===== config.mk =====
export PLATFORM = sky130hd
export DESIGN_NAME = alu_operand_stage_flat
export DESIGN_NICKNAME = d
export VERILOG_FILES = /design/src/rtl/alu_operand_stage_if.sv /design/src/rtl/alu_operand_stage.sv /design/src/flat_wrapper.sv
export SDC_FILE = /design/constraint.sdc
export NUM_CORES = 1
export LEC_CHECK = 0
export ABC_AREA = 0
export CAP_MARGIN = 15
export CORE_ASPECT_RATIO = 1.25
export CORE_MARGIN = 10
export CORE_UTILIZATION = 40
export DETAILED_ROUTE_END_ITERATION = 16
export PLACE_DENSITY_LB_ADDON = 0.3
export SYNTH_ARGS = -nofsm -noshare
export SYNTH_HDL_FRONTEND = slang
export SYNTH_SLANG_ARGS = --single-unit

===== constraint.sdc =====
create_clock -name clk -period 2.1 [get_ports clk]
set_input_delay 0.21 -clock clk [delete_from_list [all_inputs] [get_ports clk]]
set_output_delay 0.21 -clock clk [all_outputs]
set_load 0.01 [all_outputs]

===== src/rtl/alu_operand_stage_if.sv =====
// Handshake bundle between decode, the operand stage and the ALU.
// slave = operand stage view; master = upstream/downstream (driver) view.
interface alu_operand_stage_if;
    logic        flush;
    logic        in_valid;
    logic        in_ready;
    logic [31:0] in_instr;
    logic [31:0] in_pc;
    logic [31:0] in_rs1_data;
    logic [31:0] in_rs2_data;
    logic        out_valid;
    logic        out_ready;
    logic [31:0] out_op1;
    logic [31:0] out_op2;
    logic [3:0]  out_alu_sel;
    logic [4:0]  out_rd;
    logic        out_rd_we;
    logic        out_is_store;
    logic        out_illegal;

    modport slave (
        input  flush, in_valid, in_instr, in_pc, in_rs1_data, in_rs2_data, out_ready,
        output in_ready, out_valid, out_op1, out_op2, out_alu_sel, out_rd,
               out_rd_we, out_is_store, out_illegal
    );

    modport master (
        output flush, in_valid, in_instr, in_pc, in_rs1_data, in_rs2_data, out_ready,
        input  in_ready, out_valid, out_op1, out_op2, out_alu_sel, out_rd,
               out_rd_we, out_is_store, out_illegal
    );
endinterface


===== src/rtl/alu_operand_stage.sv =====
// RV32I operand/ALU-select former feeding a 2-entry in-order skid queue; 1-cycle latency.
// in_ready depends only on the registered count (no comb path from out_ready); flush squashes all.
module alu_operand_stage #(
    parameter int XLEN  = 32,
    parameter int DEPTH = 2
) (
    input  logic               clk,
    input  logic               rst_n,
    alu_operand_stage_if.slave bus
);
    typedef struct packed {
        logic [XLEN-1:0] op1;
        logic [XLEN-1:0] op2;
        logic [3:0]      sel;
        logic [4:0]      rd;
        logic            rd_we;
        logic            is_store;
        logic            illegal;
    } entry_t;

    typedef enum logic [1:0] {CNT_EMPTY = 2'd0, CNT_ONE = 2'd1, CNT_TWO = 2'd2} cnt_e;

    localparam logic [3:0] SEL_ADD = 4'd0, SEL_SUB = 4'd1, SEL_SLL = 4'd2, SEL_SLT = 4'd3,
                           SEL_SLTU = 4'd4, SEL_XOR = 4'd5, SEL_SRL = 4'd6, SEL_SRA = 4'd7,
                           SEL_OR = 4'd8, SEL_AND = 4'd9;

    cnt_e            r_cnt, w_cnt_nxt;
    entry_t          r_mem [DEPTH];
    logic            r_wr_ptr, r_rd_ptr;
    logic            w_push, w_pop, w_valid;
    entry_t          w_dec, w_head;
    logic [6:0]      w_opc, w_f7;
    logic [2:0]      w_f3;
    logic [4:0]      w_rd;
    logic [XLEN-1:0] w_imm_i, w_imm_s, w_imm_u;
    logic            w_legal, w_writes;

    assign w_opc   = bus.in_instr[6:0];
    assign w_rd    = bus.in_instr[11:7];
    assign w_f3    = bus.in_instr[14:12];
    assign w_f7    = bus.in_instr[31:25];
    assign w_imm_i = {{20{bus.in_instr[31]}}, bus.in_instr[31:20]};
    assign w_imm_s = {{20{bus.in_instr[31]}}, bus.in_instr[31:25], bus.in_instr[11:7]};
    assign w_imm_u = {bus.in_instr[31:12], 12'd0};

    always_comb begin
        w_dec    = '0;
        w_legal  = 1'b1;
        w_writes = 1'b1;
        w_dec.rd = w_rd;
        case (w_opc)
            7'b0110011: begin
                w_dec.op1 = bus.in_rs1_data;
                w_dec.op2 = bus.in_rs2_data;
                case (w_f3)
                    3'b000:  w_dec.sel = w_f7[5] ? SEL_SUB : SEL_ADD;
                    3'b001:  w_dec.sel = SEL_SLL;
                    3'b010:  w_dec.sel = SEL_SLT;
                    3'b011:  w_dec.sel = SEL_SLTU;
                    3'b100:  w_dec.sel = SEL_XOR;
                    3'b101:  w_dec.sel = w_f7[5] ? SEL_SRA : SEL_SRL;
                    3'b110:  w_dec.sel = SEL_OR;
                    default: w_dec.sel = SEL_AND;
                endcase
                if (w_f3 == 3'b001 || w_f3 == 3'b101)
                    w_dec.op2 = {27'd0, bus.in_rs2_data[4:0]};
                // funct7 0100000 only selects SUB/SRA; every other non-zero funct7 traps
                if (!(w_f7 == 7'd0 || (w_f7 == 7'b0100000 && (w_f3 == 3'b000 || w_f3 == 3'b101))))
                    w_legal = 1'b0;
            end
            7'b0010011: begin
                w_dec.op1 = bus.in_rs1_data;
                w_dec.op2 = w_imm_i;
                case (w_f3)
                    3'b000:  w_dec.sel = SEL_ADD;
                    3'b001:  begin
                        w_dec.sel = SEL_SLL;
                        w_dec.op2 = {27'd0, bus.in_instr[24:20]};
                        w_legal   = (w_f7 == 7'd0);
                    end
                    3'b010:  w_dec.sel = SEL_SLT;
                    3'b011:  w_dec.sel = SEL_SLTU;
                    3'b100:  w_dec.sel = SEL_XOR;
                    3'b101:  begin
                        w_dec.sel = w_f7[5] ? SEL_SRA : SEL_SRL;
                        w_dec.op2 = {27'd0, bus.in_instr[24:20]};
                        w_legal   = (w_f7 == 7'd0) || (w_f7 == 7'b0100000);
                    end
                    3'b110:  w_dec.sel = SEL_OR;
                    default: w_dec.sel = SEL_AND;
                endcase
            end
            7'b0110111: w_dec.op2 = w_imm_u;
            7'b0010111: begin
                w_dec.op1 = bus.in_pc;
                w_dec.op2 = w_imm_u;
            end
            7'b0000011: begin
                w_dec.op1 = bus.in_rs1_data;
                w_dec.op2 = w_imm_i;
            end
            7'b0100011: begin
                w_dec.op1      = bus.in_rs1_data;
                w_dec.op2      = w_imm_s;
                w_dec.is_store = 1'b1;
                w_writes       = 1'b0;
            end
            default: w_legal = 1'b0;
        endcase
        // Illegal entries still travel down the pipe so execute can raise the trap
        if (!w_legal) begin
            w_dec.op1      = '0;
            w_dec.op2      = '0;
            w_dec.sel      = SEL_ADD;
            w_dec.is_store = 1'b0;
            w_writes       = 1'b0;
        end
        w_dec.illegal = !w_legal;
        w_dec.rd_we   = w_writes && (w_rd != 5'd0);
    end

    assign w_valid      = (r_cnt != CNT_EMPTY);
    assign bus.in_ready = (r_cnt != CNT_TWO);
    assign w_push       = bus.in_valid && bus.in_ready && !bus.flush;
    assign w_pop        = w_valid && bus.out_ready;

    always_comb begin
        w_cnt_nxt = r_cnt;
        if (bus.flush) begin
            w_cnt_nxt = CNT_EMPTY;
        end else begin
            case (r_cnt)
                CNT_EMPTY: if (w_push) w_cnt_nxt = CNT_ONE;
                CNT_ONE: begin
                    if (w_push && !w_pop)      w_cnt_nxt = CNT_TWO;
                    else if (w_pop && !w_push) w_cnt_nxt = CNT_EMPTY;
                end
                CNT_TWO:   if (w_pop) w_cnt_nxt = CNT_ONE;
                default:   w_cnt_nxt = CNT_EMPTY;
            endcase
        end
    end

    always_ff @(posedge clk or negedge rst_n) begin
        if (!rst_n) begin
            r_cnt    <= CNT_EMPTY;
            r_wr_ptr <= 1'b0;
            r_rd_ptr <= 1'b0;
            for (int i = 0; i < DEPTH; i++) r_mem[i] <= '0;
        end else begin
            r_cnt <= w_cnt_nxt;
            if (bus.flush) begin
                r_wr_ptr <= 1'b0;
                r_rd_ptr <= 1'b0;
            end else begin
                if (w_push) begin
                    r_mem[r_wr_ptr] <= w_dec;
                    r_wr_ptr        <= !r_wr_ptr;
                end
                if (w_pop) r_rd_ptr <= !r_rd_ptr;
            end
        end
    end

    // Stale slots are masked so the ALU side sees zeros whenever nothing is valid
    assign w_head           = w_valid ? r_mem[r_rd_ptr] : '0;
    assign bus.out_valid    = w_valid;
    assign bus.out_op1      = w_head.op1;
    assign bus.out_op2      = w_head.op2;
    assign bus.out_alu_sel  = w_head.sel;
    assign bus.out_rd       = w_head.rd;
    assign bus.out_rd_we    = w_head.rd_we;
    assign bus.out_is_store = w_head.is_store;
    assign bus.out_illegal  = w_head.illegal;
endmodule

===== src/flat_wrapper.sv =====
// flat-port wrapper written by rule: the top's interface ports become plain ports
module alu_operand_stage_flat 
#(
    parameter int XLEN  = 32,
    parameter int DEPTH = 2
)
  (clk, rst_n, bus_flush, bus_in_valid, bus_in_instr, bus_in_pc, bus_in_rs1_data, bus_in_rs2_data, bus_out_ready, bus_in_ready, bus_out_valid, bus_out_op1, bus_out_op2, bus_out_alu_sel, bus_out_rd, bus_out_rd_we, bus_out_is_store, bus_out_illegal);
  alu_operand_stage_if bus_i ();
  input  logic clk;
  input  logic rst_n;
  input wire logic [$bits(bus_i.flush)-1:0] bus_flush;
  input wire logic [$bits(bus_i.in_valid)-1:0] bus_in_valid;
  input wire logic [$bits(bus_i.in_instr)-1:0] bus_in_instr;
  input wire logic [$bits(bus_i.in_pc)-1:0] bus_in_pc;
  input wire logic [$bits(bus_i.in_rs1_data)-1:0] bus_in_rs1_data;
  input wire logic [$bits(bus_i.in_rs2_data)-1:0] bus_in_rs2_data;
  input wire logic [$bits(bus_i.out_ready)-1:0] bus_out_ready;
  output wire logic [$bits(bus_i.in_ready)-1:0] bus_in_ready;
  output wire logic [$bits(bus_i.out_valid)-1:0] bus_out_valid;
  output wire logic [$bits(bus_i.out_op1)-1:0] bus_out_op1;
  output wire logic [$bits(bus_i.out_op2)-1:0] bus_out_op2;
  output wire logic [$bits(bus_i.out_alu_sel)-1:0] bus_out_alu_sel;
  output wire logic [$bits(bus_i.out_rd)-1:0] bus_out_rd;
  output wire logic [$bits(bus_i.out_rd_we)-1:0] bus_out_rd_we;
  output wire logic [$bits(bus_i.out_is_store)-1:0] bus_out_is_store;
  output wire logic [$bits(bus_i.out_illegal)-1:0] bus_out_illegal;
  assign bus_i.flush = bus_flush;
  assign bus_i.in_valid = bus_in_valid;
  assign bus_i.in_instr = bus_in_instr;
  assign bus_i.in_pc = bus_in_pc;
  assign bus_i.in_rs1_data = bus_in_rs1_data;
  assign bus_i.in_rs2_data = bus_in_rs2_data;
  assign bus_i.out_ready = bus_out_ready;
  assign bus_in_ready = bus_i.in_ready;
  assign bus_out_valid = bus_i.out_valid;
  assign bus_out_op1 = bus_i.out_op1;
  assign bus_out_op2 = bus_i.out_op2;
  assign bus_out_alu_sel = bus_i.out_alu_sel;
  assign bus_out_rd = bus_i.out_rd;
  assign bus_out_rd_we = bus_i.out_rd_we;
  assign bus_out_is_store = bus_i.out_is_store;
  assign bus_out_illegal = bus_i.out_illegal;
  alu_operand_stage #(.XLEN(XLEN), .DEPTH(DEPTH)) u_core (.clk(clk), .rst_n(rst_n), .bus(bus_i));
endmodule

==> results of run 1 <==
Yosys cell counts (4+ instances only):
master,count,share of area
nand2b_1,5,0.0038
buf_6,5,0.0068
mux2i_1,82,0.098
buf_4,4,0.0036
a22o_1,6,0.0063
o21ai_0,12,0.0072
o31ai_2,18,0.027
clkbuf_1,36,0.016
nand2_1,133,0.060
buf_2,27,0.016
a32o_1,12,0.014
o31ai_1,52,0.047
dfrtp_1,156,0.47
a22oi_1,43,0.039
a221oi_1,18,0.019
a211oi_1,22,0.020
buf_1,9,0.0041
o41ai_2,16,0.031
nor2_1,128,0.058
nor3_1,21,0.013
kinds of logic after synthesis:
| kind of cell | synth area share |
|---|---|
| compound gates | 0.222 |
| xor+xnor | 0.00315 |
| fa+ha+maj | 0.00150 |
| buf+inv | 0.0494 |
| flops | 0.468 |
| mux | 0.0985 |
| simple gates | 0.157 |
where the power goes:
part           switching [µW]  total, µW  leakage, µW  internal [µW]
combinational             701       1390      0.00324            691
clock                    1420       3010     0.000273           1580
sequential                127       3360      0.00210           3230
through the flow:
step / power, µW / util / hold slack [ns] / setup TNS, ns
after CTS: 7780 / 0.567 / 0.376 / -6.76
after floorplan: 4060 / - / -0.0856 / 0
after global routing: 8090 / 0.574 / 0.392 / -0.0189
after detailed placement: 4770 / 0.536 / 0.246 / -16.09
final: 7760 / 0.574 / 0.368 / 0
after global placement: 4740 / 0.536 / 0.241 / -11.47
final cells by class:
type,instances,area share
well taps,274,0.0289
inverters,3,0.000948
clock buffers,17,0.0358
repair buffers,281,0.250
clock inverters,15,0.0120
multi-input cells,609,0.343
flip-flops and latches,156,0.329
flip-flops by register name, summed over array words and instances, names as in the netlist:
name	flops
u_core.r_mem	152
u_core.r_rd_ptr	1
u_core.r_wr_ptr	1
u_core.r_cnt	2
layer usage:
metal / global-route usage / wire, µm
met1: 0.235 / 11100
met2: 0.313 / 12700
met3: 0.0689 / 2150
met4: 0.0633 / 478
met5: 0 / 15
critical path: cells and delay by family (launching register included):
family | cells | cell delay [ns]
AND/OR/NAND/NOR | 2 | 0.25
buffers and inverters | 3 | 0.72
flip-flops | 1 | 0.44
how the worst min path moves through the flow:
stage                                 from                             to  slack [ns]  cells after the start
after floorplan                      rst_n    u_core.r_cnt[0]$_DFFE_PN0P_       -0.09                      0
after global placement               rst_n  u_core.r_mem[123]$_DFFE_PN0P_        0.24                      1
after detailed placement             rst_n  u_core.r_mem[123]$_DFFE_PN0P_        0.25                      1
after CTS                            rst_n  u_core.r_mem[123]$_DFFE_PN0P_        0.38                      2
after global routing      bus_in_instr[10]   u_core.r_mem[82]$_DFFE_PN0P_        0.39                      3
final                                rst_n   u_core.r_mem[92]$_DFFE_PN0P_        0.37                      2
what timing repair did:
action                                 CTS  global route
buffers inserted                         2             3
pin swaps                                1             1
endpoints found under the hold margin   59             0
gates cloned                             2             0
hold buffers                             1             0
setup endpoints to repair               76            68
gates resized for setup                 40            51
==> results.txt, run 1 <==
The cell count of the worst reg-to-reg path is 6. The most critical setup path has its startpoint at u_core.r_cnt[0]$_DFFE_PN0P_. The netlist uses 51 different library cells.

The number of global-route vias before repair is 7573. The leakage power figure is 0.00562 µW. Clock tree synthesis found a total of 156 sinks. The worst reg2reg path endpoint is u_core.r_mem[40]$_DFFE_PN0P_. The core region area is 20700 µm². The cell area reported after detailed placement is 11100 µm². The worst-case clock skew came out at 0.0103 ns.

At the placement stage, the worst setup path has a slack of -0.194 ns. Setup repair after global routing could not meet its margin everywhere. The path class of the tightest hold or removal check is primary input to asynchronous set/reset pin. The max-slew violation total from the final report is 0. The final-report setup violation count is 0. The average vias per placed instance is 5.48. The detailed-placement wirelength estimate is 18.6 mm. Traced cell by cell, the critical path runs through nor2_4 -> buf_12 -> bufbuf_16 -> nor2_1 -> dlygate4sd2_1. The post-synthesis register bit count is 156.

The clock-pin slew reported for the worst setup and hold paths after clock tree synthesis is 0.07 ns. The overall overflow remaining after global route came out at 0. The worst-case headroom to the max-slew limit is 0.498.

The width of the die is 149 µm. The number of port buffers is 210. The routed length per placed instance is 19.5 µm.

The fraction of registers with async set or reset after synthesis came out at 1.00. In this run the critical register-to-register path is launched from u_core.r_cnt[0]$_DFFE_PN0P_. The initial antenna violation count came to 1.

TritonCTS built the clock tree. The required arrival time at the worst endpoint is 1.89 ns. Yosys printed 0 warnings. In this run, synthesis inferred 0 flip-flops with an integrated enable.

The master of the slowest instance on the critical path is dfrtp_2. The overall die area came out at 27000 µm². The maximum fanout along the worst path is 10.

The peak clock frequency supported by timing is 489 MHz. The filler cells instantiated in the layout total 1795. The pre-antenna-repair detailed-routing pass consisted of 5 iterations. The wire length of the first global-routing pass came out at 41.8 mm. Averaged over all synthesized cells, the footprint is 9.79 µm².

The final worst slack came out at 0.0550 ns. In the final layout, the share of cells above drive strength 1 is 0.148. The final layout contains 1202 nets. The final instance area is 11900 µm². Summing all multi-input logic gate instances after layout gives 4070 µm².

Summing all flip-flop and latch instances after layout gives 3910 µm². The global-route usage over all layers is 0.194. The final number of hold-violating endpoints is 0. The count of max-cap constraint violations is 0.

The slack of the worst reg-to-reg path is 0.16 ns. Wires add up to 26.4 mm. The part of the Yosys area used for sequential elements came out at 0.468. The element type at the critical path end is an output port. The number of inserted diodes came out at 0. The worst-case IR drop observed on VDD is 621 µV. The flow ran to the end, and the final reports show no timing, DRC or antenna violations. The total standard cell area after synthesis came out at 8340 µm².

The most common cell after layout, fill and taps aside is dfrtp_1. The number of remaining DRC errors is 0. STA classifies the critical path startpoint as a flop. Entering global routing, the biggest net connects 65 pins. The timing endpoint of the critical path is bus_out_op2[14]. The count of placed standard cells in the final layout, fillers left out is 1355. Subtracting the final worst setup slack from the clock period gives 2.04 ns. The number of violations reported at the end of detailed-routing iteration 0 is 416. The number of buffers created by CTS is 17. The setup path with the least slack is of type flop to output port.

In the layout the commonest cells are dfrtp_1 (153), nand2_1 (133), clkdlybuf4s50_1 (133). The number of standard-cell rows in the floorplan came out at 59. The I/O pin count is 211. The tree is rooted in a clkbuf_16. The share of the cycle needed by the critical path after routing came out at 0.974.

The cell area power density came out at 653 nW/µm². The starting density of the core came out at 0.403. The worst endpoint data arrival time is 1.83 ns. The maximum count of clock buffers along a single path is 2.

For this run, the slowest stage of the critical path takes 0.44 ns. Relative to the synthesized area, the layout overhead comes to 42.4%. The total nets after synthesis came out at 985. The H-tree generated during clock tree synthesis spans 4 levels.

The weighted congestion at the end of routability-driven global placement is 0.811. The vertical extent of the die is 181 µm. The post-synthesis cell count is 851. The dominant synthesized flop cell is dfrtp_1.

The slew at the pin closest to its max-slew limit came out at 0.750 ns. At the later pin of the worst-skew pair, clock insertion delay measures 0.43 ns. The cell total after placement is 1315. The detail route stage leaves a number of antenna-violating nets equal to 0.

The total number of vias came out at 7431.
Power figures use the tool's default switching activity.
==> inputs of run 2 (changes only) <==
Settings changed: CORE_UTILIZATION 40 to 50.
Clock period 2.1 ns to 1.9 ns, I/O delays scaled along.
==> run 2 against run 1 <==
  * Final cell count fell by 0.89%
  * Worst setup slack got worse by 0.11 ns
  * Register-to-register slack got worse by 0.08 ns
  * Die area fell by 18%
  * First-iteration DRC count rose by 14%
  * Critical endpoint is now bus_out_op1[13]
  * Clock skew barely moved
  * The run now ends with setup timing left
  * Core utilization rose by 18 points
  * Global-route usage rose by 4.5 points
==> results.txt, run 2 (same netlist as run 1, synthesis figures left out) <==
The H-tree depth came to 4 (unchanged). The leakage power figure is 0.00524 µW (was 0.00562 µW). The wire length of the first global-routing pass is 42.8 mm (was 41.8 mm). The start of the worst register-to-register path is u_core.r_cnt[1]$_DFFE_PN0P_ (was u_core.r_cnt[0]$_DFFE_PN0P_). The kind of launch point of the worst setup path was a flop (unchanged).

The routed length per placed instance came out at 20.5 µm (was 19.5 µm). The final worst slack is -0.0503 ns (was 0.0550 ns). Static timing analysis puts the maximum clock frequency at 513 MHz.

The core region area came to 16300 µm² (was 20700 µm²). The post-layout net count is 1248 (was 1202). The overall power of the completed layout is 8840 µW (was 7760 µW). The max-slew violation total from the final report came out at 0 (unchanged). The weighted congestion at the end of routability-driven global placement came out at 0.888 (was 0.811). The worst reg2reg path endpoint is u_core.r_mem[116]$_DFFE_PN0P_ (was u_core.r_mem[40]$_DFFE_PN0P_). The count of placed standard cells in the final layout, fillers left out is 1343 (was 1355).

The detailed-placement wirelength estimate came to 18.3 mm (was 18.6 mm). Regs by FF count: u_core.r_mem x152, u_core.r_cnt x2 (unchanged). The I/O pin count is 211 (unchanged). The number of buffers created by CTS was 17 (unchanged). The synthesis-to-layout area growth is 46.9% (was 42.4%). The required arrival time at the worst endpoint is 1.71 ns (was 1.89 ns). The largest net degree at the start of global routing came to 58 (was 65). The most common cell after layout, fill and taps aside is dfrtp_1 (unchanged).

The cell total after placement came out at 1273 (was 1315). The count of nets left with antenna violations after detail routing is 0 (unchanged). The number of global-route vias before repair came out at 8069 (was 7573). The total number of vias is 7910 (was 7431). The worst endpoint data arrival time is 1.76 ns (was 1.83 ns). The sum of met2 wire segment lengths after detailed routing is 13.7 mm (was 12.7 mm).

The slack of the worst reg-to-reg path is 0.08 ns (was 0.16 ns). The cell area reported after detailed placement came out at 11200 µm² (was 11100 µm²). The starting density of the core came out at 0.512 (was 0.403). The met3 wirelength from detailed routing is 2.39 mm (was 2.15 mm).

Most frequent cells in the layout: dfrtp_1 (155), nand2_1 (132), clkdlybuf4s50_1 (132) (was dfrtp_1 (153), nand2_1 (133), clkdlybuf4s50_1 (133)). The overall overflow remaining after global route came out at 0 (unchanged). The number of violations reported at the end of detailed-routing iteration 0 came out at 474 (was 416).

The met1 wire length is 10.7 mm (was 11.1 mm). The worst-case headroom to the max-slew limit came out at 0.555 (was 0.498). The checks that failed: setup timing. The source-to-sink clock delay at the later pin of the worst-skew pair came to 0.41 ns (was 0.43 ns).

The width of the die is 135 µm (was 149 µm). The worst-case clock skew came out at 0.0101 ns (was 0.0103 ns). The overall die area came to 22300 µm² (was 27000 µm²).

The clock-pin slew reported for the worst setup and hold paths after clock tree synthesis came out at 0.06 ns (was 0.07 ns). The maximum fanout along the worst path is 8 (was 10). The top routing layer in use is met4 (was met5). The largest vdd supply drop is 575 µV (was 621 µV).

The critical path start-end classification is flop to output port (unchanged). The count of max-cap constraint violations came out at 0 (unchanged). The final-report setup violation count came to 11 (was 0). The vertical extent of the die came out at 164 µm (was 181 µm). The cell area power density came out at 722 nW/µm² (was 653 nW/µm²). The number of clock sinks seen by CTS came out at 156 (unchanged). The final number of hold-violating endpoints is 0 (unchanged).

The total iterations of the first detailed-routing run came out at 5 (unchanged). The number of remaining DRC errors was 0 (unchanged). The maximum count of clock buffers along a single path is 2 (unchanged). The slew at the pin closest to its max-slew limit was 0.667 ns (was 0.750 ns).

The global-route usage over all layers came out at 0.239 (was 0.194). The proportion of layout cells with a drive suffix above 1 is 0.272 (was 0.148). The shortest clock period the worst path allows after layout is 1.95 ns. The sum of negative setup slack is -0.276 ns (was 0 ns). The pre-CTS setup slack came out at -0.407 ns (was -0.194 ns). The number of standard-cell rows in the floorplan is 52 (was 59). The flip-flop count of the largest register after layout is 152 (unchanged). The final instance area came out at 12200 µm² (was 11900 µm²). The initial antenna violation count was 0 (was 1). The element type at the critical path end is an output port (unchanged).

Setup repair after global routing missed its margin: true (unchanged). Status: finished, violations left (was finished, final reports clean). The number of port buffers came out at 210 (unchanged). The CTS root buffer is clkbuf_16 (unchanged).

The number of inserted diodes is 0 (unchanged). The CTS tree is done (unchanged). The class of the most critical hold timing path is primary input to asynchronous set/reset pin (unchanged). The share of the cycle needed by the critical path after routing is 1.03. The register name with the most flops is u_core.r_mem (unchanged).

The average vias per placed instance came out at 5.89 (was 5.48). The sum of routed wire length over all layers came out at 27.6 mm (was 26.4 mm). The cell count of the worst reg-to-reg path came out at 6 (unchanged).
==> run 2: cell types whose count changed in the layout (fill, tap and decap cells not counted), moves of 12 or more <==
cell            previous run  this run
buf_2                      0        59
buf_4                     48        74
buf_6                      4        16
dlygate4sd2_1             34         0
dlymetal6s2s_1            41         0
nor2_1                   124       110
==> run 2: layer usage <==
layer | global-route usage | vias up
met2 | 0.410 | 382
met4 | 0.0765 | 0
met1 | 0.280 | 3851
met5 | 0 | -
met3 | 0.0721 | 60
li1 | - | 3617
==> run 2: critical path, stage by stage, from the launching register on <==
cell and delay [ns]:
dfrtp_1 0.39, buf_6 0.13, nor2_4 0.12, buf_12 0.16, buf_8 0.14, buf_16 0.13, buf_6 0.10, nor2_2 0.02
buf_2 0.14
==> run 2: where the power goes <==
| part | internal, µW | switching, µW |
|---|---|---|
| clock network | 1870 | 1430 |
| registers | 3570 | 150 |
| logic | 940 | 873 |
| total | 6380 | 2450 |
==> run 2: layout make-up <==
class,instances,area (µm²)
clock inverters,13,130
multi-input cells,609,4270
well taps,216,270
clock buffers,19,443
fillers,1151,4020
flip-flops and latches,156,3910
repair buffers,327,3210
inverters,3,11.3
==> run 2: per-stage QoR <==
stage / hold WS, ns / utilization
2_1_floorplan: -0.106 / -
6_report: 0.272 / 0.753
4_1_cts: 0.280 / 0.741
5_1_grt: 0.328 / 0.753
3_3_place_gp: 0.145 / 0.686
3_5_place_dp: 0.143 / 0.686
==> run 2: worst max path at each step <==
stage                                 from                            end  slack, ns  depth (start not counted)
2_1_floorplan  u_core.r_cnt[0]$_DFFE_PN0P_  u_core.r_mem[130]$_DFFE_PN0P_       0.11                          6
3_3_place_gp              bus_in_instr[25]   u_core.r_mem[15]$_DFFE_PN0P_      -0.35                          7
3_5_place_dp              bus_in_instr[25]   u_core.r_mem[69]$_DFFE_PN0P_      -0.41                          7
4_1_cts        u_core.r_rd_ptr$_DFFE_PN0P_                 bus_out_op2[7]      -0.06                          5
5_1_grt        u_core.r_cnt[0]$_DFFE_PN0P_                bus_out_op1[13]      -0.10                          8
6_report       u_core.r_cnt[0]$_DFFE_PN0P_                bus_out_op1[13]      -0.05                          8
==> run 2: what timing repair did <==
action,in CTS,in global routing
resized for setup,330,41
hold buffers,1,0
pin swaps,6,7
gates cloned,8,3
buffers inserted,24,4
hold endpoints to repair,42,0
setup endpoints to repair,107,82
